<file path="config.mk">
export PLATFORM = sky130hd
export DESIGN_NAME = time_set_ctrl
export DESIGN_NICKNAME = d
export VERILOG_FILES = /design/src/rtl/time_set_ctrl.sv
export SDC_FILE = /design/constraint.sdc
export NUM_CORES = 1
export LEC_CHECK = 0
export BUFFER_PORTS_ARGS = -buffer_cell sky130_fd_sc_hd__buf_4
export CORE_AREA = 2 2 101 103
export DETAILED_ROUTE_END_ITERATION = 12
export DIE_AREA = 0 0 103 105
export GPL_ROUTABILITY_DRIVEN = 0
export MAX_ROUTING_LAYER = met4
export PLACE_DENSITY = 0.77
export SLEW_MARGIN = 0
export SYNTH_ARGS = -nofsm -noshare
export SYNTH_HDL_FRONTEND = slang
export SYNTH_SLANG_ARGS = --single-unit
</file>
<file path="constraint.sdc">
create_clock -name clk -period 4.6 [get_ports clk]
set_clock_uncertainty 0.1 [all_clocks]
set_input_delay 0.92 -clock clk [delete_from_list [all_inputs] [get_ports clk]]
set_output_delay 0.92 -clock clk [all_outputs]
set_load 0.01 [all_outputs]
</file>
<file path="src/rtl/time_set_ctrl.sv">
// rtl/time_set_ctrl.sv - key sync/debounce and RUN/SET_MIN/SET_HOUR control for clock time setting
// Optional auto-repeat of held increment keys: define TIME_SET_AUTO_REPEAT_EN.
module time_set_ctrl #(
  parameter int DEB_CYCLES = 50000,
  parameter int REP_DELAY  = 25000000,
  parameter int REP_PERIOD = 10000000
) (
  input  logic       clk,
  input  logic       reset,
  input  logic       mode,
  input  logic       increMinUnit,
  input  logic       increMinTen,
  input  logic       increHourUnit,
  input  logic       increHourTen,
  output logic       run_en,
  output logic       inc_min_unit,
  output logic       inc_min_ten,
  output logic       inc_hour_unit,
  output logic       inc_hour_ten,
  output logic [1:0] set_state
);

  localparam int DW = (DEB_CYCLES > 1) ? $clog2(DEB_CYCLES) : 1;
  localparam logic [DW-1:0] DEB_LAST = DW'(DEB_CYCLES - 1);

  typedef enum logic [1:0] {
    S_RUN  = 2'b00,
    S_MIN  = 2'b01,
    S_HOUR = 2'b10,
    S_BAD  = 2'b11
  } state_t;

  logic [1:0] rst_sync;
  logic       rst_n;

  always_ff @(posedge clk or negedge reset) begin
    if (!reset) begin
      rst_sync <= 2'b00;
    end else begin
      rst_sync <= {rst_sync[0], 1'b1};
    end
  end

  assign rst_n = rst_sync[1];

  // Key bit order: 0 mode, 1 min unit, 2 min ten, 3 hour unit, 4 hour ten
  logic [4:0]    raw;
  logic [4:0]    sync1;
  logic [4:0]    sync2;
  logic [4:0]    deb;
  logic [4:0]    deb_d;
  logic [4:0]    press;
  logic [DW-1:0] deb_cnt [5];

  assign raw = {increHourTen, increHourUnit, increMinTen, increMinUnit, mode};

  always_ff @(posedge clk or negedge rst_n) begin
    if (!rst_n) begin
      sync1 <= '0;
      sync2 <= '0;
      deb   <= '0;
      deb_d <= '0;
      press <= '0;
      for (int i = 0; i < 5; i++) begin
        deb_cnt[i] <= '0;
      end
    end else begin
      sync1 <= raw;
      sync2 <= sync1;
      deb_d <= deb;
      press <= deb & ~deb_d;
      for (int i = 0; i < 5; i++) begin
        if (sync2[i] == deb[i]) begin
          deb_cnt[i] <= '0;
        end else if (deb_cnt[i] == DEB_LAST) begin
          deb[i]     <= sync2[i];
          deb_cnt[i] <= '0;
        end else if (deb_cnt[i] != '1) begin
          deb_cnt[i] <= deb_cnt[i] + 1'b1;
        end
      end
    end
  end

  // Increment vectors: bit 0 min unit, 1 min ten, 2 hour unit, 3 hour ten
  state_t     state;
  state_t     next_state;
  logic [3:0] pend;
  logic [3:0] inc_q;
  logic [3:0] grp_mask;
  logic [3:0] accepted;
  logic [3:0] rep_fire;
  logic [3:0] want;
  logic [3:0] serve;

  always_comb begin
    next_state = S_RUN;
    grp_mask   = 4'b0000;
    case (state)
      S_RUN: begin
        next_state = S_MIN;
      end
      S_MIN: begin
        next_state = S_HOUR;
        grp_mask   = 4'b0011;
      end
      S_HOUR: begin
        next_state = S_RUN;
        grp_mask   = 4'b1100;
      end
      default: begin
        next_state = S_RUN;
      end
    endcase
    accepted = press[4:1] & grp_mask;
    want     = (pend | accepted | rep_fire) & grp_mask;
    // Tens digit wins over units so a simultaneous pair comes out ten first
    serve = 4'b0000;
    if (want[1]) begin
      serve = 4'b0010;
    end else if (want[0]) begin
      serve = 4'b0001;
    end else if (want[3]) begin
      serve = 4'b1000;
    end else if (want[2]) begin
      serve = 4'b0100;
    end
  end

  always_ff @(posedge clk or negedge rst_n) begin
    if (!rst_n) begin
      state     <= S_RUN;
      run_en    <= 1'b1;
      set_state <= S_RUN;
      pend      <= 4'b0000;
      inc_q     <= 4'b0000;
    end else if (state == S_BAD) begin
      state     <= S_RUN;
      run_en    <= 1'b1;
      set_state <= S_RUN;
      pend      <= 4'b0000;
      inc_q     <= 4'b0000;
    end else if (press[0]) begin
      state     <= next_state;
      run_en    <= (next_state == S_RUN);
      set_state <= next_state;
      pend      <= 4'b0000;
      inc_q     <= 4'b0000;
    end else begin
      pend  <= want & ~serve;
      inc_q <= serve;
    end
  end

`ifdef TIME_SET_AUTO_REPEAT_EN
  localparam int RMAX = (REP_DELAY > REP_PERIOD) ? REP_DELAY : REP_PERIOD;
  localparam int RW   = $clog2(RMAX + 1);

  logic [3:0]    rep_act;
  logic [RW-1:0] rep_cnt [4];

  always_comb begin
    rep_fire = 4'b0000;
    for (int i = 0; i < 4; i++) begin
      rep_fire[i] = rep_act[i] && (rep_cnt[i] == '0) && deb[i+1];
    end
  end

  // Down-counter per key: reaches zero on the cycle a repeat request is due
  always_ff @(posedge clk or negedge rst_n) begin
    if (!rst_n) begin
      rep_act <= 4'b0000;
      for (int i = 0; i < 4; i++) begin
        rep_cnt[i] <= '0;
      end
    end else if (state == S_BAD || press[0]) begin
      rep_act <= 4'b0000;
    end else begin
      for (int i = 0; i < 4; i++) begin
        if (accepted[i]) begin
          rep_act[i] <= 1'b1;
          rep_cnt[i] <= RW'(REP_DELAY - 1);
        end else if (rep_act[i]) begin
          if (!deb[i+1]) begin
            rep_act[i] <= 1'b0;
          end else if (rep_cnt[i] == '0) begin
            rep_cnt[i] <= RW'(REP_PERIOD - 1);
          end else begin
            rep_cnt[i] <= rep_cnt[i] - 1'b1;
          end
        end
      end
    end
  end
`else
  assign rep_fire = 4'b0000;
`endif

  assign inc_min_unit  = inc_q[0];
  assign inc_min_ten   = inc_q[1];
  assign inc_hour_unit = inc_q[2];
  assign inc_hour_ten  = inc_q[3];

endmodule

</file>
After elaboration in Yosys (flattened, before gate mapping)
Cells that the tools add are included.
{ "word_totals": {"regBits": 118, "latchBits": 0, "ram_bits": 0, "romBits": 0, "in_bits": 7, "output_inout_bits": 7, "word_cells": 96, "n_memories": 0} }
{ "classes": {"addsub": 5, "mul": 0, "n_div": 0, "order_cmp": 0, "n_eq_ne": 18, "shifts": 0, "n_mux": 29, "bitwise_logic": 12, "n_reduce_logical": 13} }
{ "op_table": {"columns": ["operator", "n"], "rows": [
  ["2-to-1 mux 16 bit", 15],
  ["adder 16 x 1 -> 16 bit, second input constant", 5],
  ["equality test 16 bit, second input constant", 5],
  ["!= test 16 bit, second input constant", 5],
  ["2-to-1 mux 4 bit", 7],
  ["nonzero test 3 bit", 5],
  ["bitwise AND 4 bit", 3],
  ["AND reduction 2 bit", 5],
  ["case mux 4 bit (2 select lines)", 1],
  ["bitwise AND 5 bit", 1],
  ["equality test 1 bit", 5],
  ["inverter 1 bit", 5],
  ["inverter 5 bit", 1],
  ["equality test 2 bit, second input constant", 2],
  ["logical NOT 2 bit", 2],
  ["2-to-1 mux 2 bit", 2],
  ["inverter 4 bit", 1],
  ["OR 4 bit", 1],
  ["case mux 2 bit (2 select lines)", 1],
  ["2-to-1 mux 3 bit", 1],
  ["equality test 2 x 1 -> 1 bit, second input constant", 1],
  ["2-to-1 mux 1 bit", 2],
  ["nonzero test 2 bit", 1]
]} }

Depth between registers and ports, before layout
Gate-level depths: netlist (run 1).
{ "logic_depth": {"ltp_word": 13, "depth_mapped": 7} }

Worst setup path before layout (run 1)
Ideal clock, no wire load.
{ "synth_path": {"kind": "reg2reg", "startpoint": "register deb_cnt[28] (netlist bit)", "endpoint": "register deb[3]", "setup_ns": 0.125, "t_arrival_ns": 1.833, "t_required_ns": 4.375, "slack_ns": 2.542, "stages_incl_launch_ff": 6, "synth_period_minus_slack_ns": 2.058, "cell_sequence": "dfrtp_1 -> or4_1 -> or4_1 -> buf_2 -> nor2_1 -> mux2_2"} }
{ "synth_via": {"elab_chain_len": 2} }
{ "synth_lines": {"columns": ["item", "line_no", "source"], "rows": [
  ["start: declaration", "53", "logic [DW-1:0] deb_cnt [5];"],
  ["start signal: indexed assignment", "79", "deb_cnt[i] <= deb_cnt[i] + 1'b1;"],
  ["equality test 16 bit", "75", "end else if (deb_cnt[i] == DEB_LAST) begin"],
  ["AND reduction 2 bit (no line)", null, null],
  ["end signal: indexed assignment", "76", "deb[i] <= sync2[i];"],
  ["end: declaration", "50", "logic [4:0] deb;"]
]} }
Every way passes these cells.
A chain may end at the register's enable or synchronous reset.

Worst setup path in the final report (run 1)
{ "layout_path": {"startpoint": "register deb_cnt[55] (netlist bit)", "endpoint": "register deb_cnt[55] (netlist bit)"} }
{ "layout_via": {"elab_chain_len": 4, "word_cells_on_any_way": 7} }
{ "layout_lines": {"columns": ["item", "line_no", "source"], "rows": [
  ["adder 16 x 1 -> 16 bit", "79", null],
  ["2-to-1 mux 16 bit", "78", "end else if (deb_cnt[i] != '1) begin"],
  ["2-to-1 mux 16 bit", "75", null],
  ["2-to-1 mux 16 bit", "73", "if (sync2[i] == deb[i]) begin"]
]} }
Several ways; a longest one is shown, not always the timed one. The select of a mux whose other input is x is not followed.

==> results.yml, run 1 <==
finish:
  stdcell_area_um2: 6740
  syn2layout_area_growth_pct: 15.0
  n_antenna_cell: 0
  fin_util: 0.700
  layout-drive-gt1-share: 0.116
  nNetsFinal: 619
  seq_area_um2: 2930
  multi_input_area_um2: 2800
  n_fill_cell: 711
  final_cell_count_no_fill: 753
pwr:
  ir_drop_v: 0.000283
  powerDensity_nw_per_um2: 387
  power.share.clock: 0.567
  p_seq_frac: 0.412
  p_switching_uw: 510
  leakage_uw: 0.00271
  internal_power_uw: 2100
  pwr-share-comb: 0.022
  p_sw_frac: 0.195
synthesis:
  avgSynthCellArea_um2: 9.97
  ys_top_cells_by_count: "dfrtp_1 (116), a21oi_1 (47), nor2_1 (41), nand2_1 (34), nand3_1 (32)"
  seq_area_frac_synth: 0.500
  syn_nets: 600
  synth_edf_count: 0
  syn-cell-area_um2: 5860
  yosysTopAreaCell: "dfrtp_1"
  yosysMostFrequentCell: "dfrtp_1"
  netlist.area_leader.share: 0.495
  synthTopCellsByArea: "dfrtp_1 (50%), a21oi_1 (4.0%), nand3_1 (2.7%)"
  ys.flop_type: "dfrtp_1"
  synth.distinct_cells: 62
  synth_seq_cells: 117
  synth_warnings: 0
  synthArstFlopShare: 1.00
  syn_inst: 588
timing:
  hold_viol_final: 0
  maxSlewHeadroom: 0.270
  final.setup.tns_ps: 0
  setup_slack_ps: 2050
  fmax_ghz: 0.392
  worst_pin_slew_ps: 1080
  fin_crit_sh: 0.555
  rsz0062_at_grt: "no"
  final.min_clock_period_ps: 2550
  slew_viol_final: 0
  final-setup-viol-count: 0
floorplanning:
  die_x_um: 103
  placementRows: 36
  coreArea_um2: 9640
  chipHeight_um: 105
  ios: 14
  die-area_um2: 10800
  start_util: 0.608
global_route:
  grt_util_all_layers: 0.245
  globalRouteOverflowTotal: 0
  grt_first_pass_wirelength_um: 20500
  antenna_found_initial: 0
  grt_max_degree: 85
  grt_pass1_vias: 4530
route:
  vias_per_cell: 6.35
  totalWireLength_um: 11900
  wl_met1_um: 5270
  first_iter_violations: 328
  wl_met2_um: 6000
  num_vias: 4784
  drc_errors: 0
  met3_length_um: 516
  top_layer: "met4"
  avgRoutedWirePerCell_um: 15.9
  ant_nets: 0
  dr.pass1.iters: 7
critical_path:
  path_delay_family: "compound AO/OA/AOI/OAI gates"
  max_stage_delay_ps: 950
  start_kind: "flop"
  required_ps: 4900
  critPathCaptureType: "flop"
  worst-path-buf-inv: 0
  slowest_stage: "o41ai_2"
  cp_max_fo: 12
  cp_cell_sequence: "or4b_1 -> o41ai_2 -> nor3_1 -> o21bai_1"
  worstSetupPathType: "flop to flop"
  cp.arrival_ps: 2850
place:
  hpwl_um: 7740
  dp.cells: 721
  placed_cell_area_um2: 6080
  place_ws_ps: 2120
  io_buffers: 13
clocking:
  hold_buffers: 0
  post_cts_buffers: 0
  cts_tree: "built"
  clk_pin_slew_worst_paths_ps: 60
  htree_levels: 4
  insertion_delay_ps: 520
  root_buffer: "clkbuf_8"
  cts_inserted_buffers: 17
  cts.sinks: 117
  clockBufferDepth: 2
  cts_resized: 0
flow_run:
  cap_violations: 0
outcome:
  run_status: "finished clean"
worst_hold_path:
  min_path_type: "input port to asynchronous set/reset pin"
logic make-up (layout without fill, tap and decap cells):
logic type / after synthesis / after routing / share of synthesized area
simple gates: 269 / 269 / 0.263
fa+ha+maj: 5 / 5 / 0.0107
buf+inv: 30 / 62 / 0.0222
flops: 117 / 117 / 0.500
xor+xnor: 13 / 13 / 0.0194
mux: 21 / 21 / 0.0371
other cells: 2 / 2 / 0.00128
compound gates: 131 / 131 / 0.147
layer usage:
metal,track usage,vias to the layer above
met1,0.323,2345
li1,-,2284
met3,0.0548,16
met4,0.0865,0
met2,0.375,139
met5,-,-
cells in the final DEF (no fill, tap or decap), types with 17 or more instances in the layout:
cell,count
nand2_1,34
nand4_1,21
o21ai_0,26
nor3_1,27
nand3_1,32
nor2_1,41
buf_4,17
dfrtp_1,115
or3_1,18
a21oi_1,47
registers in the layout, summed over array words and instances, names as in the netlist, 2 cells and up:
register and cells:
deb_cnt 80, deb 5, deb_d 5, press 5
sync1 5, sync2 5, inc_q 4, pend 3
rst_sync 2, state 2
power groups by stage:
stage	Sequential (µW)	Clock, µW	Combinational, µW
2_1_floorplan	1090	0	38.9
3_3_place_gp	1090	0	53.1
3_5_place_dp	1090	0	57.0
4_1_cts	1080	1500	57.5
5_1_grt	1080	1550	65.0
6_report	1070	1480	56.5
worst paths after layout:
kind	to	slack [ps]	from	cells after the start
max in group asynchronous	state[0]	2950	rst_sync[1]	1
setup reg to reg	deb_cnt[55]	2050	deb_cnt[55]	4
setup / recovery	deb_cnt[55]	2050	deb_cnt[55]	4
min in group clk	sync2[0]	250	sync1[0]	0
hold reg to reg	sync2[0]	250	sync1[0]	0
hold / removal	rst_sync[0]	70	reset	1
stage by stage:
stage	total power [µW]	hold slack [ps]
global route	2690	53.8
detailed placement	1150	237
global placement	1140	233
finish	2610	71.6
floorplan	1130	231
CTS	2630	54.4
cell type report:
class,count,share of cell area
clock buffer,23,0.0692
clock inverter,9,0.0293
inverter,13,0.00724
multi-input combinational,441,0.416
sequential,117,0.435
tap,133,0.0247
timing repair buffer,17,0.0189
(Power assumes the default switching activity.)
==> run 2: changes to the inputs <==
--- a/config.mk
+++ b/config.mk
@@ -5,13 +5,14 @@
 export SDC_FILE = /design/constraint.sdc
 export NUM_CORES = 1
 export LEC_CHECK = 0
+export ABC_AREA = 1
 export BUFFER_PORTS_ARGS = -buffer_cell sky130_fd_sc_hd__buf_4
-export CORE_AREA = 2 2 101 103
+export CORE_AREA = 2 2 103 105
 export DETAILED_ROUTE_END_ITERATION = 12
-export DIE_AREA = 0 0 103 105
+export DIE_AREA = 0 0 105 107
 export GPL_ROUTABILITY_DRIVEN = 0
 export MAX_ROUTING_LAYER = met4
-export PLACE_DENSITY = 0.77
+export PLACE_DENSITY = 0.79
 export SLEW_MARGIN = 0
 export SYNTH_ARGS = -nofsm -noshare
 export SYNTH_HDL_FRONTEND = slang
==> constraint.sdc (replaced) <==
create_clock -name clk -period 2.6 [get_ports clk]
set_clock_uncertainty 0.1 [all_clocks]
set_input_delay 0.52 -clock clk [delete_from_list [all_inputs] [get_ports clk]]
set_output_delay 0.52 -clock clk [all_outputs]
set_load 0.01 [all_outputs]
==> run 2 against run 1 <==
  * Synthesized cell count increased by 42%
  * Sequential share of layout area decreased by 2.9 points
  * Utilization increased by 1.6 points
  * Flip-flop and latch count unchanged
  * Critical path depth increased by 2
  * Maximum frequency increased by 24%
  * Clock power increased by 70%
  * Global-route usage increased by 3.6 points
  * Synthesized area increased by 6.3%
  * Final cell count increased by 36%
  * Non-clock buffer count increased by 7
==> results.yml, run 2 <==
synthesis:
  synthArstFlopShare: 1.00
  seq_area_frac_synth: 0.470
  yosysMostFrequentCell: "nand2_1"
  synth_seq_cells: 117
  ys_top_cells_by_count: "nand2_1 (237), nor2_1 (136), dfrtp_1 (116), nand3_1 (94), inv_1 (93)"
  synth_edf_count: 0
  yosysTopAreaCell: "dfrtp_1"
  syn_nets: 847
  syn_inst: 835
  syn-cell-area_um2: 6230
  ys.flop_type: "dfrtp_1"
  avgSynthCellArea_um2: 7.46
  synthTopCellsByArea: "dfrtp_1 (47%), nand2_1 (14%), nor2_1 (8.2%)"
  synth.distinct_cells: 36
  netlist.area_leader.share: 0.466
  synth_warnings: 0
global_route:
  grt_busiest_layer: "met2"
  grt_first_pass_wirelength_um: 24600
  use_met1: 0.329
  met3_usage: 0.0657
  grt_pass1_vias: 5389
  globalRouteOverflowTotal: 0
  grt_util_all_layers: 0.282
  antenna_found_initial: 0
  use_met2: 0.479
  grt_max_degree: 51
timing:
  rsz0062_at_grt: "no"
  slew_viol_final: 0
  final-setup-viol-count: 0
  worst_pin_slew_ps: 651
  fmax_ghz: 0.484
  hold_viol_final: 0
  final.setup.tns_ps: 0
  fin_crit_sh: 0.794
  final.min_clock_period_ps: 2060
  maxSlewHeadroom: 0.566
clocking:
  insertion_delay_ps: 520
  post_cts_buffers: 0
  cts_tree: "built"
  root_buffer: "clkbuf_8"
  clockBufferDepth: 2
  cts_resized: 0
  cts.sinks: 117
  clk_pin_slew_worst_paths_ps: 60
  htree_levels: 4
  cts_inserted_buffers: 17
critical_path:
  r2r-start: "deb_cnt[16]"
  start_kind: "flop"
  worstSetupPathType: "flop to flop"
  rrSetupSlack_ps: 540
  critPathCaptureType: "flop"
  max_stage_delay_ps: 420
  reg2reg_depth: 6
  slowest_stage: "dfrtp_1"
  worst-path-buf-inv: 0
  cp_max_fo: 12
  cp_cell_sequence: "ha_1 -> nand3_1 -> nor2_1 -> nand2_1 -> nand3_1 -> o21ai_0"
  reg2reg_to: "deb_cnt[24]"
  cp_common_cell: "nand3_1"
  cp.arrival_ps: 2320
  path_delay_family: "simple AND/OR/NAND/NOR gates"
  required_ps: 2860
place:
  hpwl_um: 9680
  io_buffers: 13
  placed_cell_area_um2: 6530
floorplanning:
  placementRows: 37
  start_util: 0.617
  ios: 14
  die-area_um2: 11200
  die_x_um: 105
  coreArea_um2: 10100
  chipHeight_um: 107
pwr:
  leakage_uw: 0.00357
  powerDensity_nw_per_um2: 627
  power_uw: 4530
  ir_drop_v: 0.000594
finish:
  layout-drive-gt1-share: 0.104
  final_cell_mix: "nand2_1 (237), nor2_1 (136), dfrtp_1 (115)"
  mostFrequentLayoutCell: "nand2_1"
  syn2layout_area_growth_pct: 16.0
  n_fill_cell: 808
  n_antenna_cell: 0
  regMostFlops: "deb_cnt"
  stdcell_area_um2: 7220
  largest_reg_flops: 80
  nNetsFinal: 886
route:
  ant_nets: 0
  totalWireLength_um: 14200
  first_iter_violations: 380
  num_vias: 5693
  dr.pass1.iters: 7
  avgRoutedWirePerCell_um: 13.9
  vias_per_cell: 5.57
  drc_errors: 0
outcome:
  run_status: "finished clean"
flow_run:
  cap_violations: 0
worst_hold_path:
  min_path_type: "input port to asynchronous set/reset pin"
==> run 2: cell count changes in the layout (fill, tap and decap cells not counted), sizes merged, moves of 15 or more <==
cell / delta
a21oi: -39
nand4: +24
inv: +83
or3: -19
nand3: +63
nor3: -21
or4: -16
nand2: +212
nor2: +106
mux2i: -15
==> run 2: timing repair <==
| action | 4_1_cts | 5_1_grt |
|---|---|---|
| endpoints found under the setup margin | 0 | 0 |
| hold buffers | 6 | 0 |
| hold endpoints to repair | 7 | 0 |
==> run 2: stage by stage <==
step / hold slack, ps / utilization / cells / setup WS (ps)
detailed placement: 204 / 0.647 / 985 / 582
floorplan: 124 / - / 835 / 547
CTS: 190 / 0.716 / 1023 / 573
global route: 217 / 0.716 / 1023 / 338
finish: 217 / 0.716 / 1023 / 536
global placement: 202 / 0.647 / 985 / 744
==> run 2: final cells by class <==
cell class	instances	area, µm²	area share
Clock inverter	13	204	0.0282
Sequential cell	117	2930	0.406
Clock buffer	19	432	0.0598
Multi-Input combinational cell	619	2920	0.404
Inverter	95	357	0.0494
Timing Repair Buffer	24	208	0.0287
Tap cell	136	170	0.0236
==> run 2: worst max-delay path by stage <==
stage	startpoint	end	slack (ps)	cells past startpoint
6_report	deb_cnt[16]	deb_cnt[24]	540	6
4_1_cts	deb_cnt[16]	deb_cnt[24]	570	6
2_1_floorplan	rst_sync[1]	deb[0]	550	0
3_3_place_gp	deb_cnt[16]	deb_cnt[24]	740	6
5_1_grt	deb_cnt[16]	deb_cnt[24]	340	6
3_5_place_dp	deb_cnt[16]	deb_cnt[24]	580	6
==> run 2: logic make-up after synthesis <==
group,after synthesis,synth area share
compound gates,46,0.0462
flops,117,0.470
other cells,2,0.00121
xor+xnor,7,0.0123
simple gates,559,0.399
fa+ha+maj,5,0.0100
buf+inv,99,0.0607
==> run 2: worst register-to-register path, delay by kind of cell, from the launching register on <==
| kind | cells | cell delay [ps] |
|---|---|---|
| and+or+nand+nor | 4 | 930 |
| DFF | 1 | 420 |
| adders and majority gates | 1 | 230 |
| AOI/OAI and AO/OA | 1 | 230 |
==> run 2: power breakdown <==
part	leakage (µW)	internal (µW)	switching (µW)	total (µW)
Sequential	0.00159	1850	44.0	1900
Combinational	0.00168	45.9	79.3	125
Clock	0.000300	1670	835	2510
Total	0.00357	3570	958	4530
==> run 2: metal layers <==
metal	vias to the layer above	wire, µm
met2	201	7330
met3	31	841
met4	0	250
met1	2677	5820
met5	-	0
li1	2784	-
==> run 3: changes to the inputs <==
--- a/config.mk
+++ b/config.mk
@@ -7,12 +7,12 @@
 export LEC_CHECK = 0
 export ABC_AREA = 1
 export BUFFER_PORTS_ARGS = -buffer_cell sky130_fd_sc_hd__buf_4
-export CORE_AREA = 2 2 103 105
+export CORE_AREA = 2 2 108 110
 export DETAILED_ROUTE_END_ITERATION = 12
-export DIE_AREA = 0 0 105 107
+export DIE_AREA = 0 0 110 112
 export GPL_ROUTABILITY_DRIVEN = 0
 export MAX_ROUTING_LAYER = met4
-export PLACE_DENSITY = 0.79
+export PLACE_DENSITY = 0.75
 export SLEW_MARGIN = 0
 export SYNTH_ARGS = -nofsm -noshare
 export SYNTH_HDL_FRONTEND = slang
==> constraint.sdc (replaced) <==
create_clock -name clk -period 1.8 [get_ports clk]
set_clock_uncertainty 0.1 [all_clocks]
set_input_delay 0.36 -clock clk [delete_from_list [all_inputs] [get_ports clk]]
set_output_delay 0.36 -clock clk [all_outputs]
set_load 0.01 [all_outputs]
==> run 3 against run 2 <==
  * Sequential power increased by 43%
  * Design area increased by 3.9%
  * Flip-flop and latch count unchanged
  * Final cell count increased by 2.9%
  * Register-to-register slack got worse by 460 ps
  * Worst setup slack got worse by 460 ps
  * Total power increased by 44%
  * Global-route usage decreased by 2.9 points
  * Critical path depth increased by 3
  * Clock power increased by 43%
  * Wire length decreased by 1.4%
  * Critical path type unchanged
  * Largest power group unchanged
  * Highest routed layer unchanged
==> results.yml, run 3 (same netlist as run 2, synthesis figures left out) <==
finish:
  nNetsFinal: 910
  syn2layout_area_growth_pct: 20.5
  final_cell_mix: "nand2_1 (229), nor2_1 (133), dfrtp_1 (115)"
  mostFrequentLayoutCell: "nand2_1"
  layout-drive-gt1-share: 0.144
  regMostFlops: "deb_cnt"
  largest_reg_flops: 80
  fin_util: 0.671
  stdcell_area_um2: 7500
  n_antenna_cell: 0
  n_fill_cell: 891
timing:
  fmax_ghz: 0.579
  final.setup.tns_ps: 0
  fin_crit_sh: 0.959
  final-setup-viol-count: 0
  hold_viol_final: 0
  slew_viol_final: 0
  final.min_clock_period_ps: 1730
pwr:
  leakage_uw: 0.00372
  ir_drop_v: 0.000863
  power_uw: 6540
  powerDensity_nw_per_um2: 872
route:
  ant_nets: 0
  totalWireLength_um: 14000
  num_vias: 5682
  first_iter_violations: 572
  avgRoutedWirePerCell_um: 13.3
  vias_per_cell: 5.40
  drc_errors: 0
  dr.pass1.iters: 6
global_route:
  met3_usage: 0.0527
  grt_pass1_vias: 5395
  grt_first_pass_wirelength_um: 24000
  antenna_found_initial: 0
  globalRouteOverflowTotal: 0
  use_met1: 0.327
  grt_util_all_layers: 0.253
  grt_max_degree: 55
  use_met2: 0.396
  grt_busiest_layer: "met2"
floorplanning:
  die_x_um: 110
  chipHeight_um: 112
  placementRows: 39
  start_util: 0.557
  die-area_um2: 12300
  coreArea_um2: 11200
  ios: 14
clocking:
  root_buffer: "clkbuf_16"
  clk_pin_slew_worst_paths_ps: 50
  cts.sinks: 117
  htree_levels: 4
  clockBufferDepth: 2
  cts_tree: "built"
  cts_inserted_buffers: 17
  insertion_delay_ps: 400
flow_run:
  cap_violations: 0
critical_path:
  cp_cell_sequence: "ha_2 -> nand2_1 -> nor2_4 -> nand2_2 -> nor2_4 -> buf_4 -> or2_2 -> nand3_1 -> nand2_1"
  cp.arrival_ps: 1910
  required_ps: 1980
  reg2reg_to: "deb_cnt[76]"
  reg2reg_depth: 9
  critPathCaptureType: "flop"
  cp_max_fo: 4
  slowest_stage: "dfrtp_1"
  start_kind: "flop"
  rrSetupSlack_ps: 70
  max_stage_delay_ps: 400
  r2r-start: "deb_cnt[65]"
  worstSetupPathType: "flop to flop"
place:
  hpwl_um: 9800
  placed_cell_area_um2: 6650
  io_buffers: 13
outcome:
  run_status: "finished clean"
worst_hold_path:
  min_path_type: "input port to asynchronous set/reset pin"
[run 3: changes by cell type in the layout (fill, tap and decap cells not counted), moves of 2 or more]
cell / before / now
nand2_1: 237 / 229
ha_4: 0 / 2
o21ai_0: 20 / 18
ha_1: 5 / 2
nor2_4: 5 / 8
nand2_2: 6 / 13
buf_4: 17 / 41
clkbuf_8: 2 / 4
nor2_1: 136 / 133
clkinvlp_4: 4 / 1
[run 3: worst max path at each step]
stage,from,endpoint,slack [ps],cells after the start
final,deb_cnt[65],deb_cnt[76],70,9
after global routing,deb_cnt[65],deb_cnt[71],-70,8
after CTS,deb_cnt[33],deb_cnt[41],-5,6
after detailed placement,deb_cnt[33],deb_cnt[41],-7,6
after global placement,deb_cnt[33],deb_cnt[40],30,6
after floorplan,deb_cnt[0],deb_cnt[2],200,8
[run 3: report_power, final]
group | internal [µW] | switching (µW)
logic | 91.3 | 147
clock network | 2450 | 1130
registers | 2680 | 41.1
total | 5220 | 1320
[run 3: layout make-up]
class	instances	area [µm²]	share of cell area
multi-input combinational	619	3010	0.402
clock inverter	8	146	0.0195
timing repair buffer	48	388	0.0517
inverter	95	357	0.0475
sequential	117	2930	0.391
clock buffer	23	488	0.0650
tap	143	179	0.0238
[run 3: worst max-delay path: cells and delay by family (launching register included)]
kind | cells | cell delay [ps]
adders and majority gates | 1 | 190
DFF | 1 | 400
and+or+nand+nor | 7 | 770
buffers and inverters | 1 | 150
[run 3: metal layers]
| metal | part of all wire | vias up |
|---|---|---|
| met5 | 0 | - |
| met1 | 0.44 | 2655 |
| met3 | 0.049 | 25 |
| li1 | - | 2823 |
| met4 | 0.014 | 0 |
| met2 | 0.50 | 179 |
[run 3: metrics by stage]
| stage | hold WS [ps] | cells | setup WS, ps |
|---|---|---|---|
| finish | 181 | 1053 | 73.2 |
| global route | 174 | 1053 | -74.1 |
| CTS | 171 | 1044 | -4.81 |
| detailed placement | 45.0 | 1007 | -6.68 |
| global placement | 44.9 | 1007 | 26.7 |
| floorplan | -35.6 | 835 | 200 |
[run 3: timing repair]
action	CTS	global route
gates resized for setup	0	26
setup buffers	0	9
gates cloned	0	0
endpoints found under the setup margin	2	73
hold buffers	6	0
pin swaps	0	7
hold endpoints to repair	7	0
